File: src/rtl/snake_game_ctrl.sv
// ---------------------------------------------------------------------------
// snake_game_ctrl
// Game-level sequencer sitting downstream of snake_body. Watches the head,
// body and apple pixel flags against the raster position, decides once per
// frame whether the snake ate an apple or crashed, and paces movement steps.
//
// Ports
//   VGA_clk      pixel clock, sole clock
//   reset        asynchronous active-low reset
//   xCount       raster column from the VGA controller
//   yCount       raster line from the VGA controller
//   snakeHead    head pixel flag (one VGA_clk behind the counts)
//   snakeBody    body pixel flag (one VGA_clk behind the counts)
//   applePix     apple pixel flag (one VGA_clk behind the counts)
//   direction    joystick direction, 5'b00111 means pause
//   go           level start / restart request
//   update       step strobe to snake_body, UPD_WIDTH cycles wide
//   start        1 = play, 0 = snake_body reinitialises positions
//   size         current snake length
//   score        apples eaten, saturating at 255
//   apple_eaten  single-cycle pulse to the apple generator
//   game_over    high while in DEAD
//
// state | meaning
// ------+--------------------------------------------------------------
// IDLE  | snake held at initial layout (start=0), waiting for go
// RUN   | playing; collisions/apples evaluated once per frame when armed
// DEAD  | snake frozen on screen, waiting for a rising edge of go
// ---------------------------------------------------------------------------
module snake_game_ctrl #(
  parameter int H_ACTIVE        = 640,
  parameter int V_ACTIVE        = 480,
  parameter int BORDER          = 10,
  parameter int FRAMES_PER_STEP = 4,
  parameter int UPD_WIDTH       = 8,
  parameter int INIT_SIZE       = 3,
  parameter int MAX_SIZE        = 31
) (
  input  logic       VGA_clk,
  input  logic       reset,
  input  logic [9:0] xCount,
  input  logic [9:0] yCount,
  input  logic       snakeHead,
  input  logic       snakeBody,
  input  logic       applePix,
  input  logic [4:0] direction,
  input  logic       go,
  output logic       update,
  output logic       start,
  output logic [4:0] size,
  output logic [7:0] score,
  output logic       apple_eaten,
  output logic       game_over
);

  localparam int UW = (UPD_WIDTH > 2) ? $clog2(UPD_WIDTH) : 1;

  localparam logic [9:0]    H_ACT    = 10'(H_ACTIVE);
  localparam logic [9:0]    V_ACT    = 10'(V_ACTIVE);
  localparam logic [9:0]    X_LO     = 10'(BORDER);
  localparam logic [9:0]    X_HI     = 10'(H_ACTIVE - BORDER);
  localparam logic [9:0]    Y_LO     = 10'(BORDER);
  localparam logic [9:0]    Y_HI     = 10'(V_ACTIVE - BORDER);
  localparam logic [3:0]    FPS_LAST = 4'(FRAMES_PER_STEP - 1);
  localparam logic [UW-1:0] UPD_LAST = UW'(UPD_WIDTH - 1);
  localparam logic [4:0]    INIT_SZ  = 5'(INIT_SIZE);
  localparam logic [4:0]    MAX_SZ   = 5'(MAX_SIZE);
  localparam logic [4:0]    DIR_PAUSE = 5'b00111;

  typedef enum logic [1:0] {IDLE, RUN, DEAD} state_t;
  state_t state;

  logic [9:0]    xq, yq;
  logic          origin_q;
  logic          go_q;
  logic          exit_req;
  logic          hit_body, hit_wall, ate;
  logic          armed;
  logic [3:0]    frame_cnt;
  logic [UW-1:0] upd_cnt;

  logic origin, fs, in_active, in_border;
  logic body_now, wall_now, ate_now;
  logic paused, step_en, eval, collide, eat, step_fire;

  // Frame start is the first cycle the raster sits at the origin; a stalled
  // raster must not retrigger it.
  assign origin    = (xCount == 10'd0) && (yCount == 10'd0);
  assign fs        = origin && !origin_q;

  assign in_active = (xq < H_ACT) && (yq < V_ACT);
  assign in_border = (xq < X_LO) || (xq >= X_HI) || (yq < Y_LO) || (yq >= Y_HI);

  // Include the current cycle's pixel so a hit on the last pixel before fs
  // is not lost when the accumulators are cleared.
  assign body_now  = hit_body | (snakeHead & snakeBody);
  assign wall_now  = hit_wall | (snakeHead & in_active & in_border);
  assign ate_now   = ate | (snakeHead & applePix);

  assign paused    = (direction == DIR_PAUSE);
  assign step_en   = (state == IDLE) || ((state == RUN) && !paused);
  assign eval      = fs && (state == RUN) && armed;
  assign collide   = eval && (body_now || wall_now);
  assign eat       = eval && ate_now && !(body_now || wall_now);
  // A crashing frame must not launch a step, otherwise the snake would move
  // once more after death.
  assign step_fire = fs && step_en && (frame_cnt == FPS_LAST) && !collide;

  always_ff @(posedge VGA_clk or negedge reset) begin
    if (!reset) begin
      state       <= IDLE;
      xq          <= '0;
      yq          <= '0;
      origin_q    <= 1'b0;
      go_q        <= 1'b0;
      exit_req    <= 1'b0;
      hit_body    <= 1'b0;
      hit_wall    <= 1'b0;
      ate         <= 1'b0;
      armed       <= 1'b0;
      frame_cnt   <= '0;
      upd_cnt     <= '0;
      update      <= 1'b0;
      start       <= 1'b0;
      size        <= INIT_SZ;
      score       <= '0;
      apple_eaten <= 1'b0;
      game_over   <= 1'b0;
    end else begin
      xq          <= xCount;
      yq          <= yCount;
      origin_q    <= origin;
      go_q        <= go;
      apple_eaten <= 1'b0;

      if (fs) begin
        hit_body <= 1'b0;
        hit_wall <= 1'b0;
        ate      <= 1'b0;
      end else begin
        hit_body <= body_now;
        hit_wall <= wall_now;
        ate      <= ate_now;
      end

      if (fs && step_en && !collide)
        frame_cnt <= (frame_cnt == FPS_LAST) ? 4'd0 : frame_cnt + 4'd1;

      // update pulse: down-counter loaded on launch, drops at terminal count
      if (step_fire) begin
        update  <= 1'b1;
        upd_cnt <= UPD_LAST;
        if (state == RUN)
          armed <= 1'b1;
      end else if (update) begin
        if (upd_cnt == '0)
          update <= 1'b0;
        else
          upd_cnt <= upd_cnt - 1'b1;
      end

      case (state)
        IDLE: begin
          start     <= 1'b0;
          size      <= INIT_SZ;
          game_over <= 1'b0;
          // Leaving IDLE flips start, so wait until no pulse is in flight.
          if (go && !update && !step_fire) begin
            state <= RUN;
            start <= 1'b1;
            score <= '0;
            armed <= 1'b0;
          end
        end
        RUN: begin
          if (collide) begin
            state     <= DEAD;
            game_over <= 1'b1;
          end else if (eat) begin
            apple_eaten <= 1'b1;
            score       <= (score == 8'hFF) ? score : score + 8'd1;
            size        <= (size >= MAX_SZ) ? MAX_SZ : size + 5'd1;
          end
        end
        DEAD: begin
          if (go && !go_q)
            exit_req <= 1'b1;
          if (exit_req && !update) begin
            state     <= IDLE;
            start     <= 1'b0;
            game_over <= 1'b0;
            size      <= INIT_SZ;
            exit_req  <= 1'b0;
          end
        end
        default: begin
          state <= IDLE;
          start <= 1'b0;
        end
      endcase
    end
  end

endmodule
File: config.mk
export PLATFORM = sky130hd
export DESIGN_NAME = snake_game_ctrl
export DESIGN_NICKNAME = d
export VERILOG_FILES = /design/src/rtl/snake_game_ctrl.sv
export SDC_FILE = /design/constraint.sdc
export NUM_CORES = 1
export LEC_CHECK = 0
export CAP_MARGIN = 30
export CORE_ASPECT_RATIO = 0.5
export CORE_MARGIN = 1
export CORE_UTILIZATION = 46
export CTS_BUF_LIST = sky130_fd_sc_hd__clkbuf_16
export CTS_CLUSTER_SIZE = 20
export DETAILED_ROUTE_END_ITERATION = 10
export PLACE_DENSITY = 0.76
export SLEW_MARGIN = 15
export SYNTH_ARGS = -nofsm -noshare
export SYNTH_HDL_FRONTEND = slang
export SYNTH_SLANG_ARGS = --single-unit
File: constraint.sdc
create_clock -name VGA_clk -period 2.4 [get_ports VGA_clk]
set_clock_uncertainty 0.1 [all_clocks]
set_input_delay 0.72 -clock VGA_clk [delete_from_list [all_inputs] [get_ports VGA_clk]]
set_output_delay 0.72 -clock VGA_clk [all_outputs]
set_load 0.02 [all_outputs]
* After elaboration in Yosys (flattened, before gate mapping)
Cells that the tools add are included.
Storage, ports and cells: flip-flop bits (word level) 53, bits in latches 0, memory bits (writable) 0, ROM bits 0, input bits 31, output and inout port bits 17, word-level logic and storage cells 131, memories kept 0
Operators by class: add/sub/neg operators 4, multiply operators 0, div/mod/pow operators 0, magnitude comparators 7, equality and inequality tests 12, shift operators 0, mux-type cells 38, bitwise logic cells 8, reduce and logical (&&, ||, !) cells 44
Operators by type and width (count):
- two-way mux 8 bit | 4
- logical NOT 10 bit | 2
- less-than comparator 10 x 4 -> 1 bit, second input constant | 2
- two-way mux 5 bit | 4
- two-way mux 1 bit | 18
- logical AND 1 bit | 17
- case mux 8 bit (2 select lines) | 1
- case mux 5 bit (3 select lines) | 1
- inequality test 2 bit, second input constant | 6
- >= comparator 10 bit, second input constant | 1
- >= comparator 10 x 9 -> 1 bit, second input constant | 1
- less-than comparator 10 bit, second input constant | 1
- less-than comparator 10 x 9 -> 1 bit, second input constant | 1
- two-way mux 3 bit | 3
- adder 8 x 1 -> 8 bit, second input constant | 1
- == test 8 bit, second input constant | 1
- logical NOT 1 bit | 7
- two-way mux 2 bit | 3
- case mux 1 bit (3 select lines) | 2
- case mux 2 bit (3 select lines) | 1
- AND reduction 2 bit | 3
- AND reduction 3 bit | 2
- nonzero test 2 bit | 3
- adder 5 x 1 -> 5 bit, second input constant | 1
- other kinds (18) | 27

* Logic depth before layout (Yosys ltp)
word-level depth 14, depth in mapped cells 9, gate-level depth less buffers 8

* Least setup slack after synthesis
OpenSTA, ideal clock, no wires.
kind input -> register, from input xCount[0], to register score[7], setup time 0.069 ns, arrival 2.585 ns, data required time 2.231 ns, path slack -0.354 ns, stages on the path 7, path buffers 0, cells stage by stage nor4_1 nand3_1 or4_4 a31oi_4 o211ai_4 or4b_1 nand3_1
On the way: word-level cells in the longest chain between the ends 12, elaborated cells on any way between the ends 18, classes of those cells eq/ne: 3; reduce/logical: 15
Ends and longest elaborated chain:
- from (decl) | line 41 | input logic [9:0] xCount,
- logical NOT 10 bit * | line 88 | assign origin = (xCount == 10'd0) && (yCount == 10'd0);
- logical AND 1 bit * | line 88
- logical AND 1 bit * | line 89 | assign fs = origin && !origin_q;
- logical AND 1 bit (2 in a row) | line 102 | assign eval = fs && (state == RUN) && armed;
- logical AND 1 bit | line 103 | assign collide = eval && (body_now || wall_now);
- logical NOT 1 bit | line 107 | assign step_fire = fs && step_en && (frame_cnt == FPS_LAST) && !collide;
- logical AND 1 bit | line 107
- logical NOT 1 bit | line 168 | if (go && !update && !step_fire) begin
- logical AND 1 bit | line 168
- inequality test 2 x 1 -> 1 bit (no source line)
- AND reduction 5 bit (no source line) *
- to (signal assigned) | line 181 | score <= (score == 8'hFF) ? score : score + 8'd1;
- to (decl) | line 51 | output logic [7:0] score,
Mark *: on every way between the ends. The rest lies on a longest branch, timed or not. A chain may end at the register's enable or synchronous reset.

* Worst setup path after layout
from input yCount[0], to register score[7]
On the way: word-level cells in the longest chain between the ends 12, elaborated cells on any way between the ends 18, classes of those cells eq/ne: 3; reduce/logical: 15
Ends and longest elaborated chain:
- from (decl) | line 42 | input logic [9:0] yCount,
- logical NOT 10 bit * | line 88
- logical AND 1 bit * | line 88
- logical AND 1 bit * | line 89
- logical AND 1 bit (2 in a row) | line 102
- logical AND 1 bit | line 103
- logical NOT 1 bit | line 107
- logical AND 1 bit | line 107
- logical NOT 1 bit | line 168
- logical AND 1 bit | line 168
- inequality test 2 x 1 -> 1 bit (no source line)
- AND reduction 5 bit (no source line) *
Marked as above.

==> impl_metrics.toml <==
[yosys]
post_synth_inst_count = 221
synth-edff-count = 0
synth_cell_type_count = 46
synthesis.area_mm2 = 0.00236
ys_seq_elements = 52
dominantRegCellSynth = "dfrtp_1"
yosys_warnings = 0
synth-seq-area-share_pct = 55.3
synth_async_sr_flop_share_pct = 100
synthesis.area_per_instance_um2 = 10.7
mappedNetlistNets = 258

[clocking]
ctsRootBufferMaster = "clkbuf_16"
cts_max_level = 2
clk-insertion-delay-late_ps = 290
cts.hold.buffers_added = 0
cts-root-to-sink-buffers = 2
clkTransAtPathRegs_ps = 70
number_of_cts_inserted_buffers = 5
cts.sink_count = 52
cts_tree = "done"

[placement]
io_buffer_count = 47
place.detailed.hpwl_um = 3890
area_post_placement_mm2 = 0.00314
gp_congestion = 0.774

[worst_hold_path]
holdCritPathClass = "in -> async"

[critical_path]
r2r_setup_slack_ps = 30
timing.critical_path.to_type = "register"
worst_path_max_delay_cell = "or4_4"
critical_path_required_ps = 2530
path_class = "in -> reg"
timing.critical_path.slowest_cell_delay_ps = 600
cp_data_arrival_time_ps = 2800
sort_of_element_at_the_start_of_the_critical_path = "input pin"
timing.rr.end = "score[7]$_DFFE_PN0P_"
depth_of_the_most_critical_reg_to_reg_path = 7
reg2reg_from = "state[1]$_DFFE_PN0P_"
crit_path_max_fanout = 3
critical_path.cell_chain = "buf_4 > nor4_4 > nand3_2 > or4_4 > a31oi_4 > o211ai_4 > or4b_1 > nand3_1"

[pwr]
max-vdd-ir-drop_mv = 0.667
static-leakage-power_nw = 1.55
power_per_cell_area_mw_per_mm2 = 744

[sta]
rsz0062_at_grt = "true"
setup_slack_ps = -270
drv_slew = 0
worst_slew_pin_slew_ps = 486
max_clock_freq_mhz = 375
finalSetupViolations = 18
finalCriticalPeriod_ps = 2670
timing.slew.headroom_pct = 67.3
layout_worst_path_cycle_share_pct = 111
totalNegativeSetupSlack_ps = -2240
hold_violations = 0

[final_layout]
n_antenna_cell = 0
final_cell_mix = "50 x dfrtp_1, 24 x clkdlybuf4s50_1, 23 x buf_4"
final_net_count = 341
finalCoreUtilization_pct = 74.3
layout_overhead_on_the_synthesized_area_pct = 46.7
share_of_layout_cells_above_drive_strength_1_pct = 29.2
fin_area_mm2 = 0.00346
final_common_cell = "dfrtp_1"

[detailed_routing]
met3_length_um = 227
met2_wirelength_um = 2890
dr.pass1.iters = 4
first_iter_violations = 36
ant_nets = 0
routedWlPerCell_um = 15.2
drt_drc_violations_left = 0
route.layer.met1.wl_um = 2360
vias = 2021
postRouteWirelength_um = 5650
highest_layer = "met4"
via_per_inst = 5.45

[global_route]
grt_pass1_vias = 2125
grt_first_pass_wirelength_um = 9290
global_route.overflow_total = 0
grt_start_max_net_pins = 53
antenna_found_initial = 0
grt_use_total_pct = 23.5

[floorplan]
floorplan.initialDensity_pct = 50.6
die_area_mm2 = 0.00543
fp.dieH_um = 52.6
fp.coreArea_mm2 = 0.00466
fp.dieW_um = 103
core.rowCount = 17
io_pins = 48

[outcome]
outcome = "finished with violations"
violations = "setup timing"

[run]
max_cap_viol_count = 0
[what timing repair did]
item	4_1_cts	5_1_grt
buffers inserted	5	4
pin swaps	18	20
cloned	1	0
resized for setup	101	30
endpoints found under the setup margin	27	25
[area by class of cell]
class | count | area, µm²
flip-flops and latches | 52 | 1300
repair buffers | 80 | 722
fillers | 335 | 1200
inverters | 8 | 30.0
multi-input cells | 157 | 1170
clock buffers | 5 | 125
well taps | 66 | 82.6
clock inverters | 3 | 22.5
[how the worst max path moves through the flow]
stage / from / to / slack (ps) / cells past startpoint
floorplan: yCount[6] / score[7]$_DFFE_PN0P_ / -290 / 7
global placement: xCount[7] / score[7]$_DFFE_PN0P_ / -800 / 8
detailed placement: xCount[7] / score[3]$_DFFE_PN0P_ / -850 / 9
CTS: yCount[4] / score[7]$_DFFE_PN0P_ / -210 / 8
global route: yCount[0] / score[7]$_DFFE_PN0P_ / -310 / 8
finish: yCount[0] / score[7]$_DFFE_PN0P_ / -270 / 8
[worst max-delay path: cells and delay by family]
kind / cells / cell delay [ps]
AOI/OAI and AO/OA: 2 / 300
buffers and inverters: 1 / 120
and+or+nand+nor: 5 / 1650
[registers in the layout (all words and copies together), names as in the netlist, 2 cells and up]
signal / flops
upd_cnt: 3
score: 8
xq: 9
frame_cnt: 4
state: 2
yq: 10
size: 5
[cell families (layout without fill, tap and decap cells)]
kind of cell | count (synthesis) | count (layout) | share of synthesized area (%)
AND/OR/NAND/NOR | 104 | 104 | 25.0
flip-flops | 52 | 52 | 55.3
AO/OA/AOI/OAI | 43 | 43 | 12.9
buffers and inverters | 12 | 96 | 1.96
adder cells (fa/ha/maj) | 6 | 6 | 3.18
XOR/XNOR | 2 | 2 | 0.743
multiplexers | 2 | 2 | 0.955
[report_power, final]
group | leakage, nW | switching (mW) | total [mW] | internal (mW)
sequential | 0.615 | 0.118 | 1.11 | 0.992
combinational | 0.855 | 0.369 | 0.758 | 0.389
clock | 0.0742 | 0.316 | 0.706 | 0.390
[per-stage QoR]
step	hold slack, ps	instances	setup slack (ps)	power, mW
after floorplan	324	221	-288	1.48
after global placement	351	355	-800	1.80
after detailed placement	368	355	-850	1.82
after CTS	317	369	-207	2.57
after global routing	334	371	-307	2.71
final	304	371	-270	2.57
[metal layers]
| layer | global-route usage (%) | up-vias |
|---|---|---|
| li1 | - | 980 |
| met1 | 25.0 | 982 |
| met2 | 44.7 | 44 |
| met3 | 7.33 | 15 |
| met5 | 0 | - |
| met4 | 8.22 | 0 |
[Yosys cell counts (all sizes together), types with 2 or more instances]
cell | n | area, µm²
ha | 6 | 75.1
o22a | 2 | 17.5
a211o | 4 | 35.0
dfstp | 2 | 52.6
nand4b | 2 | 17.5
dfrtp | 50 | 1250
buf | 2 | 8.75
o211ai | 4 | 43.8
a31oi | 4 | 40.0
nor4bb | 2 | 20.0
nor4b | 3 | 32.5
inv | 7 | 26.3
nor4 | 8 | 75.1
nand4 | 3 | 18.8
o21ai | 13 | 65.1
nand2 | 23 | 86.3
a21oi | 10 | 50.1
nor2b | 3 | 18.8
nand2b | 3 | 18.8
nor3 | 8 | 40.0
and3 | 8 | 50.1
clkbuf | 2 | 7.51
nand3b | 6 | 45.0
mux2 | 2 | 22.5
nand3 | 10 | 50.1
nor2 | 20 | 75.1
No activity file was read; power rests on OpenSTA's default activity.
